## src/rtl/sprite_blitter.sv

```systemverilog
// Sprite blitter: copies one SPR_W x SPR_H sprite from a synchronous ROM into
// the palette-index frame buffer, skipping transparent pixels and clipping at
// the frame edges.
module sprite_blitter #(
    parameter int unsigned FB_WIDTH        = 320,
    parameter int unsigned FB_HEIGHT       = 240,
    parameter int unsigned SPR_W           = 16,
    parameter int unsigned SPR_H           = 16,
    parameter logic [7:0]  TRANSPARENT_IDX = 8'hFF
) (
    input  logic        Clk,
    input  logic        Reset,
    input  logic        start,
    input  logic [8:0]  sprite_x,
    input  logic [7:0]  sprite_y,
    input  logic [15:0] rom_base,
    output logic [15:0] rom_addr,
    input  logic [7:0]  rom_data,
    output logic [18:0] write_address,
    output logic [7:0]  data_In,
    output logic        we,
    output logic        busy,
    output logic        done
);

    localparam int unsigned N_PIX = SPR_W * SPR_H;
    localparam int unsigned KW    = $clog2(N_PIX);
    localparam int unsigned CW    = $clog2(SPR_W);
    localparam int unsigned RW    = $clog2(SPR_H);

    typedef enum logic [2:0] {
        IDLE,
        RUN,
        DRAIN1,
        DRAIN2,
        DONE
    } state_t;

    state_t          state;
    state_t          state_next;
    logic            busy_next;
    logic            done_next;
    logic            load;
    logic            step;

    logic [KW-1:0]   k;
    logic [CW-1:0]   col;
    logic [RW-1:0]   row;
    logic [8:0]      x_lat;
    logic [7:0]      y_lat;
    logic            last_k;

    logic [CW-1:0]   col_d;
    logic [RW-1:0]   row_d;
    logic            valid_d;
    logic [9:0]      px;
    logic [8:0]      py;
    logic [18:0]     pix_addr;
    logic            wr_ok;

    assign last_k = (k == KW'(N_PIX - 1));

    // State register plus the registered busy/done flags
    always_ff @(posedge Clk or posedge Reset) begin
        if (Reset) begin
            state <= IDLE;
            busy  <= 1'b0;
            done  <= 1'b0;
        end else begin
            state <= state_next;
            busy  <= busy_next;
            done  <= done_next;
        end
    end

    // Next-state logic and control strobes
    always_comb begin
        state_next = state;
        busy_next  = busy;
        done_next  = 1'b0;
        load       = 1'b0;
        step       = 1'b0;
        case (state)
            IDLE: begin
                if (start) begin
                    load       = 1'b1;
                    busy_next  = 1'b1;
                    state_next = RUN;
                end
            end
            RUN: begin
                step = 1'b1;
                if (last_k) begin
                    state_next = DRAIN1;
                end
            end
            DRAIN1: state_next = DRAIN2;
            DRAIN2: begin
                busy_next  = 1'b0;
                done_next  = 1'b1;
                state_next = DONE;
            end
            DONE:    state_next = IDLE;
            default: state_next = IDLE;
        endcase
    end

    // Origin latch, ROM address stepping and pixel column/row counters
    always_ff @(posedge Clk or posedge Reset) begin
        if (Reset) begin
            x_lat    <= '0;
            y_lat    <= '0;
            rom_addr <= '0;
            k        <= '0;
            col      <= '0;
            row      <= '0;
        end else if (load) begin
            x_lat    <= sprite_x;
            y_lat    <= sprite_y;
            rom_addr <= rom_base;
            k        <= '0;
            col      <= '0;
            row      <= '0;
        end else if (step && !last_k) begin
            k        <= k + KW'(1);
            rom_addr <= rom_addr + 16'd1;
            if (col == CW'(SPR_W - 1)) begin
                col <= '0;
                row <= row + RW'(1);
            end else begin
                col <= col + CW'(1);
            end
        end
    end

    // Delay col/row/valid by one cycle so they line up with rom_data
    always_ff @(posedge Clk or posedge Reset) begin
        if (Reset) begin
            col_d   <= '0;
            row_d   <= '0;
            valid_d <= 1'b0;
        end else begin
            col_d   <= col;
            row_d   <= row;
            valid_d <= (state == RUN);
        end
    end

    // Screen position, clip/transparency test and linear frame address
    always_comb begin
        px       = 10'(x_lat) + 10'(col_d);
        py       = 9'(y_lat) + 9'(row_d);
        pix_addr = 19'(py) * 19'(FB_WIDTH) + 19'(px);
        wr_ok    = valid_d && (px < 10'(FB_WIDTH)) && (py < 9'(FB_HEIGHT))
                   && (rom_data != TRANSPARENT_IDX);
    end

    // Registered write port; address and data hold when no write is issued
    always_ff @(posedge Clk or posedge Reset) begin
        if (Reset) begin
            we            <= 1'b0;
            write_address <= '0;
            data_In       <= '0;
        end else begin
            we <= wr_ok;
            if (wr_ok) begin
                write_address <= pix_addr;
                data_In       <= rom_data;
            end
        end
    end

endmodule

```

## config.mk

```make
export PLATFORM = sky130hd
export DESIGN_NAME = sprite_blitter
export DESIGN_NICKNAME = d
export VERILOG_FILES = /design/src/rtl/sprite_blitter.sv
export SDC_FILE = /design/constraint.sdc
export NUM_CORES = 1
export LEC_CHECK = 0
export BUFFER_PORTS_ARGS = -buffer_cell sky130_fd_sc_hd__clkbuf_2
export CORE_UTILIZATION = 58
export CTS_BUF_LIST = sky130_fd_sc_hd__clkbuf_2 sky130_fd_sc_hd__clkbuf_4 sky130_fd_sc_hd__clkbuf_8
export CTS_CLUSTER_DIAMETER = 100
export CTS_CLUSTER_SIZE = 14
export DETAILED_ROUTE_END_ITERATION = 8
export MAX_ROUTING_LAYER = met4
export PLACE_DENSITY = 0.88
export SLEW_MARGIN = 20
export SYNTH_ARGS = -nofsm -noshare
export SYNTH_HDL_FRONTEND = slang
export SYNTH_SLANG_ARGS = --single-unit
```

## constraint.sdc

```tcl
create_clock -name Clk -period 5 [get_ports Clk]
set_clock_uncertainty 0.15 [all_clocks]
set_input_delay 0.5 -clock Clk [delete_from_list [all_inputs] [get_ports Clk]]
set_output_delay 0.5 -clock Clk [all_outputs]
set_load 0.01 [all_outputs]
```

Word level (Yosys, flattened, before mapping)
Cells that the tools add are included.

cells by class
  div/mod/pow operators = 0
  reduce and logical (&&, ||, !) cells = 12
  mux-type cells = 19
  bitwise logic cells = 0
  order comparisons = 2
  eq/ne operators = 8
  add/subtract/negate cells = 7
  shift-type cells = 0
  multipliers = 1

operators with widths
  kind                                                 count
  2-to-1 mux 16 bit                                    2
  2-to-1 mux 4 bit                                     6
  adder 18 x 10 -> 19 bit                              1
  adder 16 x 1 -> 16 bit, second input constant        1
  2-to-1 mux 8 bit                                     2
  multiplier 9 x 3 -> 12 bit, second input constant    1
  one-hot mux 3 bit (4 select lines)                   1
  adder 9 x 4 -> 10 bit                                1
  < comparator 10 x 9 -> 1 bit, second input constant  1
  adder 8 x 4 -> 9 bit                                 1
  < comparator 9 x 8 -> 1 bit, second input constant   1
  adder 4 x 1 -> 4 bit, second input constant          2
  adder 8 x 1 -> 8 bit, second input constant          1
  == test 8 bit, second input constant                 1
  inequality test 8 bit, second input constant         1
  == test 3 x 2 -> 1 bit, second input constant        2
  2-to-1 mux 3 bit                                     2
  AND reduction 2 bit                                  3
  nonzero test 2 bit                                   3
  2-to-1 mux 1 bit                                     5
  == test 4 bit, second input constant                 1
  logical AND 1 bit                                    4
  inequality test 2 bit, second input constant         2
  == test 3 x 1 -> 1 bit, second input constant        1
  3 further kinds                                      3

word-level totals
  word-level logic and storage cells = 64
  memories kept = 0
  bits in writable memories = 0
  register bits = 91
  bits in latches = 0
  ROM bits = 0
  input port bits = 44

Depth between registers and ports, before layout
Gate-level depths: netlist (run 1).

  word-level depth = 5
  gate-level depth with buffers = 16
  depth with buffers taken out = 16

Worst setup path before layout (run 1)
OpenSTA, ideal clock, no wires.

  path kind = flip-flop to flip-flop
  start = register y_lat[1]
  end = register write_address[16]
  arrival = 3.551 ns
  data required time = 4.716 ns
  path buffers = 0
  setup slack = 1.165 ns
  stages on the path, launching flop included = 15
  path through = dfrtp_1 -> ha_1 -> a21o_1 -> a21oi_1 -> nor2_1 -> o21ai_0 -> xnor2_1 -> ha_1 -> ha_1 -> a211oi_1 -> or4b_2 -> o2111ai_1 -> nand2_1 -> nor4bb_1 -> o31ai_2

between the ends
  word-level cells in the longest chain between the ends = 4
  elaborated cells on any way between the ends = 6
  classes of those cells = add/sub (2); mul (1); order compare (1); reduce/logical (2)

ends and longest elaborated chain
  what                                                             RTL line  text
  start: declaration                                               50        logic [7:0] y_lat;
  start signal: assignment                                         119       y_lat <= sprite_y;
  adder 8 x 4 -> 9 bit *                                           152       py = 9'(y_lat) + 9'(row_d);
  branches (longest 3 deep; another with adder 18 x 10 -> 19 bit)  -
  end signal: assignment                                           167       write_address <= pix_addr;
  end: declaration                                                 19        output logic [18:0] write_address,

Mark *: on every way between the ends.
A chain may end at the register's enable or synchronous reset.

Worst setup path in the final report (run 1)
Same ends and word-level chain as after synthesis.

==> results of run 1 <==
registers in the layout (all words and copies together), names as in the netlist, 8 cells and up:
name / flops
write_address: 19
x_lat: 9
data_In: 8
rom_addr: 16
y_lat: 8
k: 8
cells by family after synthesis:
logic type / after synthesis / share of synthesized area [%]
compound gates: 78 / 10.1
xor+xnor: 49 / 8.66
fa+ha+maj: 33 / 8.93
buf+inv: 37 / 3.38
flops: 91 / 45.9
mux: 26 / 6.26
simple gates: 175 / 16.8
layout make-up:
cell class / count / area [um2] / area share (%)
Tap cell: 105 / 131 / 2.30
Clock inverter: 5 / 58.8 / 1.03
Sequential cell: 91 / 2280 / 39.9
Multi-Input combinational cell: 361 / 2530 / 44.2
Timing Repair Buffer: 94 / 485 / 8.50
Clock buffer: 11 / 151 / 2.65
Inverter: 20 / 81.3 / 1.42
where the power goes:
group / leakage (nW) / internal [mW] / switching (mW) / total [mW]
combinational: 1.60 / 0.857 / 1.01 / 1.86
clock: 0.102 / 0.259 / 0.269 / 0.528
sequential: 1.14 / 1.04 / 0.265 / 1.30
synthesized netlist by cell type, types with 8 or more instances:
cell type	number
ha_1	29
clkbuf_1	13
nand3_1	13
nand2_1	80
inv_1	19
nand4_1	12
xnor2_1	20
nor2_1	25
mux2_1	8
o21ai_0	32
a21oi_1	12
dfrtp_1	91
nor3_1	8
mux2_2	8
xor2_1	29
per-stage QoR:
stage | instance area (um2) | total power, mW
after floorplan | 4960 | 2.69
after global placement | 5490 | 3.11
after detailed placement | 5490 | 3.18
after CTS | 5710 | 3.72
after global routing | 5710 | 4.02
final | 5710 | 3.70
critical path, stage by stage, from the launching register on:
cell	delay (ns)
dfrtp_1	0.43
ha_1	0.30
a21o_1	0.17
a21oi_1	0.28
nor2_1	0.10
o21ai_0	0.32
xnor2_1	0.19
ha_1	0.27
ha_1	0.34
a211oi_1	0.11
or4b_2	0.65
o2111ai_1	0.19
nand2_1	0.14
nor4bb_1	0.37
o31ai_2	0.08
per-layer routing:
metal  vias up  global-route usage (%)  wire [um]
met1      1820                    29.4       4400
met2       108                    43.8       5160
met5         -                       -          0
li1       1867                       -          -
met3        16                    5.48        518
met4         0                    7.07        137
final timing paths:
path	startpoint	to	cells after the start
worst min-delay path	sprite_y[2]	y_lat[2]	3
worst max-delay path	y_lat[1]	write_address[16]	14
worst min register to register	row[3]	row_d[3]	0
worst max register to register	y_lat[1]	write_address[16]	14
min in group asynchronous	Reset	rom_addr[15]	3
max in group asynchronous	Reset	x_lat[3]	4
==> qor.yml, run 1 <==
hold_violations: 0
cts.sinks: 91
postCtsSetupRepairBufs: 0
setup_ws_ns: 0.777
layout-drive-gt1-share_pct: 23.0
post-route-util_pct: 69.2
start_util_pct: 60.0
syn-num-nets: 566
synth_ff_type: "dfrtp_1"
die_h_um: 94.5
rows: 33
drc: 0
whs_ns: 0.177
worst_pin_slew_ns: 0.848
worstSkewPairLatency_ns: 0.36
htreeDepth: 3
netlist_area_um2: 4960
synth.top_cell.area_share_pct: 45.9
grt_max_degree: 69
leakagePower_nw: 2.84
ys_types: 51
wirelength_um: 10200
cts_buffers: 9
nets: 654
routabilityCongestion: 0.921
cp_max_fo: 4
die_w_um: 94.5
p_per_area_nw_per_um2: 647
async_flop_share_pct: 100
vias_per_cell: 5.55
ctsResizeCount: 0
synth_edf_count: 0
first_global_vias: 3712
syn2layout_area_growth_pct: 15.2
clkTransAtPathRegs_ns: 0.09
post-place-cells: 670
grt_antenna_before_repair: 0
portBuffers: 89
maxSlewHeadroom_pct: 43.4
endpoint_kind: "flip-flop"
peakVddDrop_mv: 0.358
ant_nets: 0
synth_area_leaders: "dfrtp_1 46%, ha_1 7.3%, nand2_1 6.1%, xor2_1 5.1%, xnor2_1 3.5%"
dr.pass1.iters: 4
dr.first_iter.drc_count: 141
mostFrequentLayoutCell: "dfrtp_1"
hold_path_class: "in2reg"
r2r_setup_slack_ns: 0.78
clk_path_buf_depth: 2
clock_tree.root_cell: "clkbuf_8"
yosys_register_bits: 91
fmax_mhz: 237
tns_ns: 0
cts_tree: "yes"
rsz0062_at_grt: "no"
yosys_warnings: 0
setup_viol: 0
crit_arrival_ns: 4.30
instances_no_fill: 687
ioPinCount: 90
final_cell_mix: "91 x dfrtp_1, 89 x clkbuf_2, 80 x nand2_1"
yosysTopAreaCell: "dfrtp_1"
grtUsageTotal_pct: 25.2
finalCritPeriodShare_pct: 84.5
ys_seq_area_share_pct: 45.9
grt.overflow.total: 0
required_ns: 5.07
synthCells: 489
final.min_clock_period_ns: 4.22
dpl.hpwl_um: 7460
critPathKind: "reg2reg"
grt_pass1_wl_um: 16900
status: "complete, no violations"
dieArea_um2: 8920
antenna_cells: 0
preCtsSetupSlack_ns: 0.821
startpoint_type: "flip-flop"
core_area_um2: 8260
num_vias: 3811
wl_per_cell_um: 14.9
cts_hold_buf: 1
max_cap_violations: 0
nFillCells: 625
slew_viol_final: 0
postSynthAreaPerCell_um2: 10.1
Power figures use the tool's default switching activity.
==> run 2: changes to the inputs <==
ABC_AREA = 1   (was unset)
CORE_UTILIZATION = 53   (was 58)
PLACE_DENSITY = 0.84   (was 0.88)
clock period = 3.8 ns   (was 5 ns; I/O delays follow)
==> qor.yml, run 2 <==
synth_most_common_cell: "nand2_1"
maxSlewHeadroom_pct: 55.0
antenna_cells: 0
dpl.hpwl_um: 8320
fmax_mhz: 286
cts_tree: "yes"
largest_reg_flops: 19
hold_violations: 0
grtUsageTotal_pct: 24.0
grt_antenna_before_repair: 0
required_ns: 3.91
cts.sinks: 91
synth.top_cell.area_share_pct: 44.0
async_flop_share_pct: 100
clkPwrFrac_pct: 37.5
grt.overflow.total: 0
worstSkewPairLatency_ns: 0.37
yosysTopAreaCell: "dfrtp_1"
top_register: "write_address"
layout-drive-gt1-share_pct: 19.4
ff_latch_area_um2: 2280
endpoint_kind: "flip-flop"
peakVddDrop_mv: 0.171
routed.top_layer: "met4"
grt_max_degree: 50
yosys_register_bits: 91
dr.first_iter.drc_count: 179
grt_pass1_wl_um: 18800
rsz0062_at_grt: "no"
top_regs: "write_address (19), rom_addr (16), x_lat (9)"
synth_ff_type: "dfrtp_1"
whs_ns: 0.0507
hp-start: "sprite_y[4]"
setup_ws_ns: 0.309
start_util_pct: 55.3
dieArea_um2: 10200
slew_viol_final: 0
synthCells: 654
worst_pin_slew_ns: 0.674
ys_seq_area_share_pct: 44.0
cp_max_fo: 4
r2r_setup_slack_ns: 0.31
max_cap_violations: 0
switchingPower_uw: 382
seqPwrFrac_pct: 59.8
clock_tree.root_cell: "clkbuf_8"
multi_input_area_um2: 2540
postSynthAreaPerCell_um2: 7.92
startpoint_type: "flip-flop"
nFillCells: 787
status: "complete, no violations"
synth_area_leaders: "dfrtp_1 44%, nand2_1 15%, ha_1 7.0%, inv_1 5.1%, nand3_1 4.5%"
routabilityCongestion: 0.853
worstHoldEndpoint: "y_lat[4]"
p_int_mw: 1.24
die_w_um: 101
wl_per_cell_um: 12.7
power_frac_comb_pct: 2.7
htreeDepth: 3
vias_per_cell: 5.27
rows: 35
clkTransAtPathRegs_ns: 0.09
setup_viol: 0
yosys_warnings: 0
netlist_area_um2: 5180
crit_arrival_ns: 3.60
p_per_area_nw_per_um2: 272
preCtsSetupSlack_ns: 0.202
met1_length_um: 4690
ant_nets: 0
finalCritPeriodShare_pct: 91.9
mostFrequentLayoutCell: "nand2_1"
final.min_clock_period_ns: 3.49
first_global_vias: 4433
ys_types: 40
tns_ns: 0
reg2reg_from: "y_lat[1]"
syn-num-nets: 731
dr.pass1.iters: 5
hold_path_class: "in2reg"
wirelength_um: 11100
synthTopCellsByCount: "206 x nand2_1, 91 x dfrtp_1, 70 x inv_1"
core_area_um2: 9370
switching_share_pct: 23.6
leakagePower_nw: 3.30
rr_worst_depth: 18
syn2layout_area_growth_pct: 14.9
final_cell_mix: "206 x nand2_1, 91 x dfrtp_1, 89 x clkbuf_2"
met3_wirelength_um: 678
whs_path_depth: 3
num_vias: 4630
portBuffers: 89
die_h_um: 101
nets: 821
drc: 0
total_power_mw: 1.62
synth_edf_count: 0
r2r_end: "write_address[15]"
ioPinCount: 90
critPathKind: "reg2reg"
wl_met2_um: 5460
post-route-util_pct: 63.5
cts_buffers: 9
clk_path_buf_depth: 2
-- run 2: changes by cell type in the layout (fill, tap and decap cells not counted), sizes merged, moves of 11 or more --
cell,before,now
nand2,80,211
nor2,25,36
mux2,22,0
o21ai,35,49
nand3,13,49
xor2,29,14
xnor2,20,3
inv,20,76
-- run 2: through the flow --
step                instances  instance area, um2
floorplan                 654                5180
global placement          859                5720
detailed placement        859                5720
CTS                       876                5910
global route              878                5950
finish                    878                5950
-- run 2: worst max-delay path: stages (launching register included) --
cell and delay, ns:
dfrtp_1 0.42, ha_1 0.32, nand2_1 0.08, inv_1 0.05, a21oi_1 0.15, xor2_1 0.15
inv_1 0.07, ha_1 0.30, ha_1 0.23, fa_2 0.58, nand2_1 0.06, inv_1 0.06
nand3_1 0.10, a21oi_2 0.20, nand3_2 0.12, o21ai_1 0.15, nand2_1 0.07, nand2_1 0.07
nand2_1 0.04
-- run 2: cell families after synthesis --
family,Yosys count,synth area share (%)
xor gates and xnor gates,17,3.02
and+or+nand+nor,327,26.8
DFF,91,44.0
adders and majority gates,33,8.55
AOI/OAI and AO/OA,91,10.1
buffers and inverters,95,7.54
-- run 2: worst max-delay path by stage --
| stage | start | end | slack, ns |
|---|---|---|---|
| 6_report | y_lat[1] | write_address[15] | 0.31 |
| 3_5_place_dp | y_lat[0] | write_address[15] | 0.20 |
| 4_1_cts | y_lat[0] | write_address[15] | 0.16 |
| 5_1_grt | y_lat[1] | write_address[15] | 0.009 |
| 3_3_place_gp | y_lat[0] | write_address[15] | 0.33 |
| 2_1_floorplan | y_lat[0] | write_address[15] | 0.48 |
-- run 2: power groups by stage --
stage                     sequential [mW]  clock, mW  combinational [mW]
after floorplan                     0.987          0              0.0145
after detailed placement            0.987          0              0.0443
after CTS                           0.967      0.625              0.0451
final                               0.967      0.606              0.0438
after global placement              0.987          0              0.0435
after global routing                0.968      0.662              0.0504
-- run 2: area by class of cell --
type,instances,area share [%]
Multi-Input combinational cell,468,42.6
Sequential cell,91,38.3
Timing Repair Buffer,96,8.41
Inverter,78,4.94
Tap cell,129,2.71
Clock buffer,10,2.21
Clock inverter,6,0.841
-- run 2: per-layer routing --
metal  global-route usage, %  vias up
met2                    40.4      150
met5                       -        -
met4                    10.8        0
met1                    27.3     2155
li1                        -     2297
met3                    5.62       28
-- run 2: what timing repair did --
item                                    4_1_cts  5_1_grt
endpoints found under the setup margin        0        5
setup buffers                                 0        2
endpoints found under the hold margin        35        0
resized for setup                             0        8
hold buffers                                  1        0
==> run 3: changes to the inputs <==
CORE_UTILIZATION = 40   (was 53)
PLACE_DENSITY = 0.68   (was 0.84)
==> qor.yml, run 3 (synthesis gave the netlist of run 2 again) <==
die_w_um: 116
leakagePower_nw: 3.32
startpoint_type: "flip-flop"
clk_path_buf_depth: 2
worstSkewPairLatency_ns: 0.38
clkPwrFrac_pct: 40.1
drc: 0
ioPinCount: 90
first_global_vias: 4220
top_register: "write_address"
largest_reg_flops: 19
nets: 821
maxSlewHeadroom_pct: 52.5
dr.pass1.iters: 4
switchingPower_uw: 381
grtUsageTotal_pct: 18.3
rows: 41
cp_max_fo: 4
rsz0062_at_grt: "no"
multi_input_area_um2: 2520
critPathKind: "reg2reg"
ant_nets: 0
ff_latch_area_um2: 2280
grt_antenna_before_repair: 0
fin_area_um2: 6010
seqPwrFrac_pct: 57.3
final_cell_mix: "206 x nand2_1, 91 x dfrtp_1, 89 x clkbuf_2"
num_vias: 4444
nFillCells: 1261
setup_viol: 0
final.min_clock_period_ns: 3.49
grt.overflow.total: 0
required_ns: 3.92
p_per_area_nw_per_um2: 281
crit_arrival_ns: 3.61
post-place-cells: 904
fmax_mhz: 286
dpl_cell_area_um2: 5790
routabilityCongestion: 0.836
dr.first_iter.drc_count: 198
dieArea_um2: 13400
syn2layout_area_growth_pct: 16.0
slew_viol_final: 0
tns_ns: 0
clock_tree.root_cell: "clkbuf_8"
mostFrequentLayoutCell: "nand2_1"
core_area_um2: 12600
p_int_mw: 1.31
grt_max_degree: 40
power_frac_comb_pct: 2.6
vias_per_cell: 4.83
cts.sinks: 91
portBuffers: 89
cts_tree: "yes"
wirelength_um: 11000
dpl.hpwl_um: 7950
clkTransAtPathRegs_ns: 0.09
wl_per_cell_um: 11.9
grt_pass1_wl_um: 18600
layout-drive-gt1-share_pct: 18.7
peakVddDrop_mv: 0.264
worst_pin_slew_ns: 0.712
finalCritPeriodShare_pct: 91.9
switching_share_pct: 22.6
htreeDepth: 3
hold_path_class: "in2reg"
antenna_cells: 0
start_util_pct: 41.0
r2r_setup_slack_ns: 0.31
status: "complete, no violations"
die_h_um: 116
postCtsSetupRepairBufs: 0
top_regs: "write_address (19), rom_addr (16), x_lat (9)"
max_cap_violations: 0
total_power_mw: 1.69
hold_violations: 0
instances_no_fill: 921
cts_buffers: 9
endpoint_kind: "flip-flop"
==> run 3: power by group through the flow <==
stage / clock, mW / sequential (mW) / combinational (mW)
5_1_grt: 0.737 / 0.968 / 0.0515
6_report: 0.676 / 0.967 / 0.0438
2_1_floorplan: 0 / 0.987 / 0.0145
4_1_cts: 0.703 / 0.967 / 0.0459
3_3_place_gp: 0 / 0.987 / 0.0450
3_5_place_dp: 0 / 0.987 / 0.0450
==> run 3: final timing paths <==
check | startpoint | endpoint | cells past startpoint
setup / recovery | y_lat[0] | write_address[15] | 17
hold / removal | sprite_y[7] | y_lat[7] | 3
setup reg to reg | y_lat[0] | write_address[15] | 17
hold reg to reg | row[3] | row_d[3] | 0
max in group asynchronous | Reset | state[1] | 4
min in group asynchronous | Reset | x_lat[4] | 3
==> run 3: cell type report <==
cell class	count	area share, %
multi-input cells	468	41.9
flip-flops and latches	91	37.9
well taps	172	3.58
repair buffers	96	8.33
inverters	78	4.89
clock inverters	6	1.08
clock buffers	10	2.29
==> run 3: stage by stage <==
step                utilization [%]  hold slack (ns)  worst slack (ns)
finish                         47.6           0.0364             0.307
global route                   47.6           0.0379           0.00763
CTS                            47.6           0.0195             0.251
detailed placement             45.9            0.216             0.283
global placement               45.9            0.209             0.327
floorplan                         -            0.204             0.480
==> run 3: worst max-delay path, stage by stage (launching register included) <==
cell and delay (ns):
dfrtp_1 0.39, ha_1 0.24, fa_1 0.41, nand3_1 0.14, nand3b_1 0.09, nand2_1 0.09, inv_1 0.06, ha_1 0.33
fa_1 0.62, nand2_1 0.07, inv_1 0.05, nand3_1 0.10, a21oi_2 0.18, nand3_1 0.14, o21ai_0 0.17, nand2_1 0.06
nand2_1 0.06, nand2_1 0.04
==> run 3: repair_timing <==
item,in CTS,in global routing
hold buffers,1,0
endpoints found under the setup margin,0,2
resized for setup,0,2
hold endpoints to repair,27,0
==> run 3: routing by layer <==
layer | GRT usage [%] | part of all wire (%)
met5 | - | 0
met4 | 6.41 | 1.4
met2 | 30.1 | 45
met3 | 4.45 | 5.2
met1 | 21.8 | 48
